## config.mk

```make
export PLATFORM = sky130hd
export DESIGN_NAME = pipe_ctrl
export DESIGN_NICKNAME = d
export VERILOG_FILES = /design/src/rtl/pipe_ctrl.sv
export SDC_FILE = /design/constraint.sdc
export NUM_CORES = 1
export LEC_CHECK = 0
export BUFFER_PORTS_ARGS = -buffer_cell sky130_fd_sc_hd__buf_2
export CORE_UTILIZATION = 50
export CTS_BUF_LIST = sky130_fd_sc_hd__clkbuf_8
export DETAILED_ROUTE_END_ITERATION = 10
export PLACE_DENSITY = 0.81
export SLEW_MARGIN = 10
export SYNTH_ARGS = -nofsm -noshare
export SYNTH_HDL_FRONTEND = slang
export SYNTH_SLANG_ARGS = --single-unit
```

## constraint.sdc

```tcl
create_clock -name clk -period 2.4 [get_ports clk]
set_input_delay 0.36 -clock clk [delete_from_list [all_inputs] [get_ports clk]]
set_output_delay 0.36 -clock clk [all_outputs]
set_load 0.005 [all_outputs]
```

## src/rtl/pipe_ctrl.sv

```systemverilog
// Pipeline control: per-stage stall/flush, control-register file, MEM-stage exception/EXRT/WRCR sequencing.
// Latency: stall, flush, new_pc and creg_rd_data are combinational; register updates land on the next clk edge.
// Backpressure: if_busy/mem_busy stall every stage and block all flushes and register updates.
//
// Ports:
//   clk, reset            system clock, synchronous active-high reset
//   creg_rd_addr/_data    control-register read port for the decoder (combinational)
//   exe_mode, int_detect  current privilege mode, unmasked interrupt pending
//   irq                   level-sensitive external interrupt lines
//   if_busy, mem_busy     bus wait inputs; ld_hazard load-use hazard from decoder
//   mem_*                 MEM-stage instruction: valid, word PC, ctrl op, WRCR target/data, exception code
//   *_stall, *_flush      per-stage pipeline control
//   new_pc                redirect target, meaningful while if_flush is set
module pipe_ctrl #(
   parameter int IRQ_W = 8,
   parameter int EXP_W = 3
) (
   input  logic             clk,
   input  logic             reset,
   input  logic [4:0]       creg_rd_addr,
   output logic [31:0]      creg_rd_data,
   output logic             exe_mode,
   input  logic [IRQ_W-1:0] irq,
   output logic             int_detect,
   input  logic             if_busy,
   input  logic             mem_busy,
   input  logic             ld_hazard,
   input  logic             mem_en,
   input  logic [29:0]      mem_pc,
   input  logic [1:0]       mem_ctrl_op,
   input  logic [4:0]       mem_dst_addr,
   input  logic [EXP_W-1:0] mem_exp_code,
   input  logic [31:0]      mem_out,
   output logic             if_stall,
   output logic             id_stall,
   output logic             ex_stall,
   output logic             mem_stall,
   output logic             if_flush,
   output logic             id_flush,
   output logic             ex_flush,
   output logic             mem_flush,
   output logic [29:0]      new_pc
);

   localparam logic [1:0]       OP_WRCR  = 2'd1;
   localparam logic [1:0]       OP_EXRT  = 2'd2;
   localparam logic [EXP_W-1:0] EXP_TRAP = EXP_W'(5);

   // status/pre_status layout: bit1 int_en, bit0 exe_mode
   logic [1:0]       status;
   logic [1:0]       pre_status;
   logic [29:0]      exp_vector;
   logic [EXP_W-1:0] cause;
   logic [IRQ_W-1:0] int_mask;
   logic [29:0]      epc;

   logic stall;
   logic ev_ok;
   logic take_exp;
   logic take_exrt;
   logic take_wrcr;
   logic flush_all;

   // Only one MEM-stage event can be taken per cycle; exception beats EXRT beats WRCR.
   always_comb begin
      stall     = if_busy | mem_busy;
      ev_ok     = mem_en & ~stall;
      take_exp  = ev_ok & (mem_exp_code != '0);
      take_exrt = ev_ok & ~take_exp & (mem_ctrl_op == OP_EXRT);
      take_wrcr = ev_ok & ~take_exp & (mem_ctrl_op == OP_WRCR);
      flush_all = take_exp | take_exrt | take_wrcr;
   end

   always_comb begin
      if_stall  = stall | ld_hazard;
      id_stall  = stall;
      ex_stall  = stall;
      mem_stall = stall;

      if_flush  = flush_all;
      // A load-use bubble is inserted into ID, but not while the pipe is frozen.
      id_flush  = flush_all | (~stall & ld_hazard);
      ex_flush  = flush_all;
      mem_flush = flush_all;

      new_pc = '0;
      if (take_exp)
         new_pc = exp_vector;
      else if (take_exrt)
         new_pc = epc;
      else if (take_wrcr)
         new_pc = mem_pc + 30'd1;
   end

   always_comb begin
      exe_mode   = status[0];
      int_detect = status[1] & (|(irq & ~int_mask));
   end

   always_comb begin
      creg_rd_data = '0;
      case (creg_rd_addr)
         5'd0:    creg_rd_data = {30'd0, status};
         5'd1:    creg_rd_data = {30'd0, pre_status};
         5'd2:    creg_rd_data = {mem_pc, 2'b00};
         5'd3:    creg_rd_data = {exp_vector, 2'b00};
         5'd4:    creg_rd_data = 32'(cause);
         5'd5:    creg_rd_data = 32'(int_mask);
         5'd6:    creg_rd_data = 32'(irq);
         5'd7:    creg_rd_data = {epc, 2'b00};
         default: creg_rd_data = '0;
      endcase
   end

   always_ff @(posedge clk) begin
      if (reset) begin
         status     <= '0;
         pre_status <= '0;
         exp_vector <= '0;
         cause      <= '0;
         int_mask   <= '0;
         epc        <= '0;
      end else if (take_exp) begin
         pre_status <= status;
         status     <= 2'b00;
         cause      <= mem_exp_code;
         // TRAP returns past the trapping instruction; faults re-execute it.
         epc        <= (mem_exp_code == EXP_TRAP) ? mem_pc + 30'd1 : mem_pc;
      end else if (take_exrt) begin
         status <= pre_status;
      end else if (take_wrcr) begin
         case (mem_dst_addr)
            5'd0:    status     <= mem_out[1:0];
            5'd1:    pre_status <= mem_out[1:0];
            5'd3:    exp_vector <= mem_out[31:2];
            5'd5:    int_mask   <= mem_out[IRQ_W-1:0];
            5'd7:    epc        <= mem_out[31:2];
            default: ;
         endcase
      end
   end

endmodule

```

# Yosys cells after proc, flatten, opt, wreduce, memory -nomap -nowiden
# Index checks and enable logic that the tools add are counted.
# Widths: inputs -> output; s select.
# op_classes
addsub	1
n_mul	0
div_mod_pow	0
n_lt_le_gt_ge	0
eq_ne	15
shift	0
n_mux	16
n_bitwise	17
reduce_logical	15
# op_table
op	count
$pmux 32 s8	1
$mux 30	8
$add 30x1->30 const B	1
$eq 5x3->1 const B	6
$eq 5x2->1 const B	3
$mux 2	7
$eq 5x1->1 const B	2
$logic_not 5->1	2
$reduce_bool 2->1	5
$and 8x8->8	1
$not 8->8	1
$reduce_and 4->1	2
$reduce_or 8->1	1
$and 1x1->1	7
$reduce_and 3->1	2
$or 1x1->1	5
$eq 3x3->1 const B	1
$not 1->1	3
$reduce_bool 3->1	1
$eq 2x1->1 const B	1
$eq 2x2->1 const B	1
$ne 2x2->1 const B	1
$reduce_and 2->1	1
$reduce_or 2->1	1
# word_totals
regBits	75
latchBits	0
ram_bits	0
romBits	0
inputBits	91
output_inout_bits	72
word_cells	70
mem_count	0

# Longest topological paths before layout
# logic_depth
word_depth	10
depth_mapped	8
ltp_nobuf	6

# Least setup slack after synthesis
# Ideal clock, no wire load.
# synth_timing
kind	input to output
start	input mem_pc[11]
end	output new_pc[29]
t_arrival_ps	1834
required_time_ps	2040
slack_ps	206
path_stages	7
path_buffers	2
cell_sequence	buf_2 nand4_4 or4_4 buf_6 nor4_4 xnor2_1 o21ai_1
# synth_via
elab_chain_len	4
# synth_rtl
element	line	text
start, declared	29	input logic [29:0] mem_pc,
$add 30x1->30	92	new_pc = mem_pc + 30'd1;
$mux 30	91	else if (take_wrcr)
$mux 30	89	else if (take_exrt)
$mux 30	87	if (take_exp)
end, declared	42	output logic [29:0] new_pc
# Every way passes these cells.

# Worst setup path in the final report
# layout_timing
start	input mem_busy
end	output new_pc[9]
# layout_via
elab_chain_len	10
elab_cells_between_ends	11
cone_classes	mux: 3; bitwise: 8
# layout_rtl
element	line	text
start, declared	26	input logic mem_busy,
$or 1x1->1 *	66	stall = if_busy | mem_busy;
$not 1->1 *	67	ev_ok = mem_en & ~stall;
$and 1x1->1 *	67	
$and 1x1->1	68	take_exp = ev_ok & (mem_exp_code != '0);
$not 1->1 (no line)	n/a	
$and 1x1->1	69, 70	
$and 1x1->1	70	take_wrcr = ev_ok & ~take_exp & (mem_ctrl_op == OP_WRCR);
$mux 30	91	
$mux 30	89	
$mux 30 *	87	
# Every way passes the cells marked *; elsewhere a longest branch is shown, timed or not.

==> impl_metrics.sql <==
INSERT INTO impl_metrics (metric_group, metric, value, unit) VALUES
('yosys', 'netlist_instances', '798', ''),
('setup_path', 'path_max_fanout', '15', ''),
('clock_tree', 'clock_tree_from_tritoncts', 'yes', ''),
('job', 'drv_cap', '0', ''),
('global_routing', 'antenna_found_initial', '1', ''),
('clock_tree', 'cts-htree-levels', '3', ''),
('clock_tree', 'clk_path_buf_depth', '2', ''),
('final_layout', 'finish.cell_count_without_fillers', '1103', ''),
('floorplanning', 'die_y', '109.6', 'um'),
('setup_path', 'worst-path-buf-inv', '3', ''),
('setup_path', 'critPathArrivalTime', '2.02', 'ns'),
('outcome', 'run_status', 'finished, final reports clean', ''),
('place', 'placement.io_buffers', '162', ''),
('clock_tree', 'cts_num_sinks', '75', ''),
('yosys', 'synth-seq-cells', '75', ''),
('routing', 'routed-via-count', '6877', ''),
('floorplanning', 'die_width', '109.6', 'um'),
('yosys', 'synth_nets', '890', ''),
('yosys', 'synth-edff-count', '0', ''),
('power', 'clkPwrFrac', '32.8', '%'),
('power', 'comb_power_share', '21.3', '%'),
('place', 'detailed_place_hpwl', '14570', 'um'),
('yosys', 'post_synth_fa_ha_maj_area_fraction', '0.2161', '%'),
('setup_path', 'r2r_slack', '1.46', 'ns'),
('yosys', 'synth.cell_area', '5789', 'um2'),
('setup_path', 'critical_path.cell_chain', 'buf_2 > or3b_2 > nor4b_4 > buf_4 > a22oi_1 > o21ai_0 > buf_2', ''),
('power', 'switching_share', '31.13', '%'),
('routing', 'drt-vias-per-instance', '6.235', ''),
('floorplanning', 'die-area', '12010', 'um2'),
('setup_path', 'worstSetupStartpointType', 'input pin', ''),
('timing', 'worstMarginPinSlew', '0.6126', 'ns'),
('final_layout', 'area_delta_synth_final', '25.37', '%'),
('power', 'ir_worst_vdd', '0.0003153', 'V'),
('global_routing', 'largest_net_degree_at_the_start_of_global_routing', '37', ''),
('timing', 'setup_viol', '0', ''),
('yosys', 'post_synth_xor_area_fraction', '7.110', '%'),
('routing', 'drc_marker_count_from_the_first_detailed_route_iteration', '734', ''),
('timing', 'layout_worst_path_cycle_share', '99.20', '%'),
('yosys', 'synthMuxAreaShare', '7.046', '%'),
('yosys', 'synth.yosys.seq_area_share', '25.93', '%'),
('routing', 'dr.pass1.iters', '6', ''),
('power', 'sequentialPowerShare', '45.9', '%'),
('timing', 'fin_hold_ws', '0.2349', 'ns'),
('yosys', 'synth_cell_types', '65', ''),
('place', 'placed_cells', '1086', ''),
('global_routing', 'grt_first_pass_wirelength', '31870', 'um'),
('final_layout', 'layout.nets', '1050', ''),
('global_routing', 'grt_pass1_vias', '6253', ''),
('routing', 'routed_wire_length_per_instance', '18.54', 'um'),
('timing', 'max_freq', '0.4200', 'GHz'),
('yosys', 'synth.avg_cell_area', '7.255', 'um2'),
('routing', 'antenna_violating_nets_post_route', '0', ''),
('floorplanning', 'count_of_standard_cell_rows', '38', ''),
('routing', 'postRouteWirelength', '20450', 'um'),
('yosys', 'synth_simple_gate_area_share', '29.03', '%'),
('floorplanning', 'initial_utilization', '52.26', '%'),
('clock_tree', 'hold_buf_cts', '0', ''),
('timing', 'report.final.hold_viol_count', '0', ''),
('min_path', 'hold_start', 'mem_out[10]', ''),
('timing', 'timing.max_slew.rel_slack', '59.04', '%'),
('yosys', 'synth-compound-area-share', '23.23', '%'),
('yosys', 'synth_top_family_by_area', 'simple AND/OR/NAND/NOR gates', ''),
('yosys', 'synth-async-reset-ratio', '0', '%'),
('yosys', 'ys_warn_count', '0', ''),
('setup_path', 'startpoint', 'mem_busy', ''),
('final_layout', 'final_layout_size_suffix_gt1_share', '28.27', '%'),
('global_routing', 'grt-ovfl-total', '0', ''),
('timing', 'fin_crit', '2.381', 'ns'),
('setup_path', 'startpoint_of_the_worst_slack_reg_to_reg_timing_path', 'pre_status[1]', ''),
('power', 'p_per_area', '385.3', 'nW/um2'),
('power', 'cellInternalPower', '0.001926', 'W');
==> per-layer routing <==
metal / wire (um) / vias up / track usage [%]
met5: 0 / - / 0
met3: 1901 / 53 / 5.868
li1: - / 3186 / -
met1: 8545 / 3212 / 45.09
met4: 527 / 0 / 14.38
met2: 9477 / 426 / 55.35
==> cells in the mapped netlist, drive strengths merged (5+ instances only) <==
library cell | n | area [um2]
nor3b | 5 | 42.54
or3 | 5 | 31.28
nand3b | 7 | 52.55
nand4 | 17 | 133.9
a21oi | 76 | 380.4
nand3 | 21 | 110.1
and4 | 5 | 43.79
clkbuf | 42 | 160.1
o22ai | 8 | 50.05
and3 | 5 | 31.28
buf | 38 | 198.9
o21ai | 38 | 190.2
xor2 | 19 | 166.4
xnor2 | 28 | 245.2
nor2 | 104 | 392.9
nor4 | 16 | 163.9
nand2 | 102 | 382.9
mux2i | 34 | 340.3
or4 | 5 | 45.04
a22oi | 38 | 285.3
dfxtp | 75 | 1501
inv | 19 | 71.32
o211ai | 7 | 52.55
a211o | 10 | 87.58
a221oi | 11 | 96.34
nor3 | 16 | 80.08
==> repair_timing <==
| action | 4_1_cts | 5_1_grt |
|---|---|---|
| gates resized for setup | 3 | 16 |
| setup endpoints to repair | 4 | 18 |
| buffers inserted | 1 | 0 |
| pin swaps | 4 | 1 |
==> cell type report <==
type | count | area (um2)
clock buffer | 11 | 151.4
multi-input combinational | 624 | 3936
sequential | 75 | 1501
fill | 983 | 3820
timing repair buffer | 229 | 1400
tap | 140 | 175.2
inverter | 19 | 71.32
antenna | 1 | 2.502
clock inverter | 4 | 20.02
==> stage by stage <==
| stage | util (%) | setup WS [ns] | cell area (um2) | total power (W) | setup TNS [ns] |
|---|---|---|---|---|---|
| floorplan | - | 0.2060 | 5789 | 0.001626 | 0 |
| global placement | 63.14 | -0.04988 | 6994 | 0.001872 | -0.04988 |
| detailed placement | 63.14 | -0.05630 | 6994 | 0.001881 | -0.08449 |
| CTS | 64.94 | 0.001262 | 7194 | 0.002783 | 0 |
| global route | 65.50 | -0.05404 | 7256 | 0.002902 | -0.3450 |
| finish | 65.52 | 0.01920 | 7258 | 0.002797 | 0 |
==> power groups by stage <==
stage / sequential [W] / clock [W] / combinational (W)
after floorplan: 0.00131 / 0 / 0.000318
after global placement: 0.00131 / 0 / 0.000560
after detailed placement: 0.00131 / 0 / 0.000568
after CTS: 0.00128 / 0.000924 / 0.000575
after global routing: 0.00129 / 0.000977 / 0.000637
final: 0.00128 / 0.000917 / 0.000594
==> state kept, by name (all words and copies together), names as in the netlist <==
register	count
epc	30
status	2
int_mask	8
cause	3
exp_vector	30
pre_status	2
==> final timing paths <==
| check | endpoint | cells past startpoint |
|---|---|---|
| worst min register to register | exp_vector[13] | 2 |
| worst max-delay path | new_pc[9] | 7 |
| worst min-delay path | exp_vector[8] | 3 |
| worst max register to register | status[1] | 3 |
==> worst reg2reg max path: cells and delay by family (launching register included) <==
family | cells | cell delay [ns]
mux | 2 | 0.41
simple gates | 1 | 0.06
flops | 1 | 0.34
==> cells by family after synthesis <==
kind of cell,count (synthesis)
compound gates,211
xor+xnor,47
fa+ha+maj,1
buf+inv,99
flops,75
mux,38
simple gates,327
Note: power is estimated with default switching activity, not from simulation.
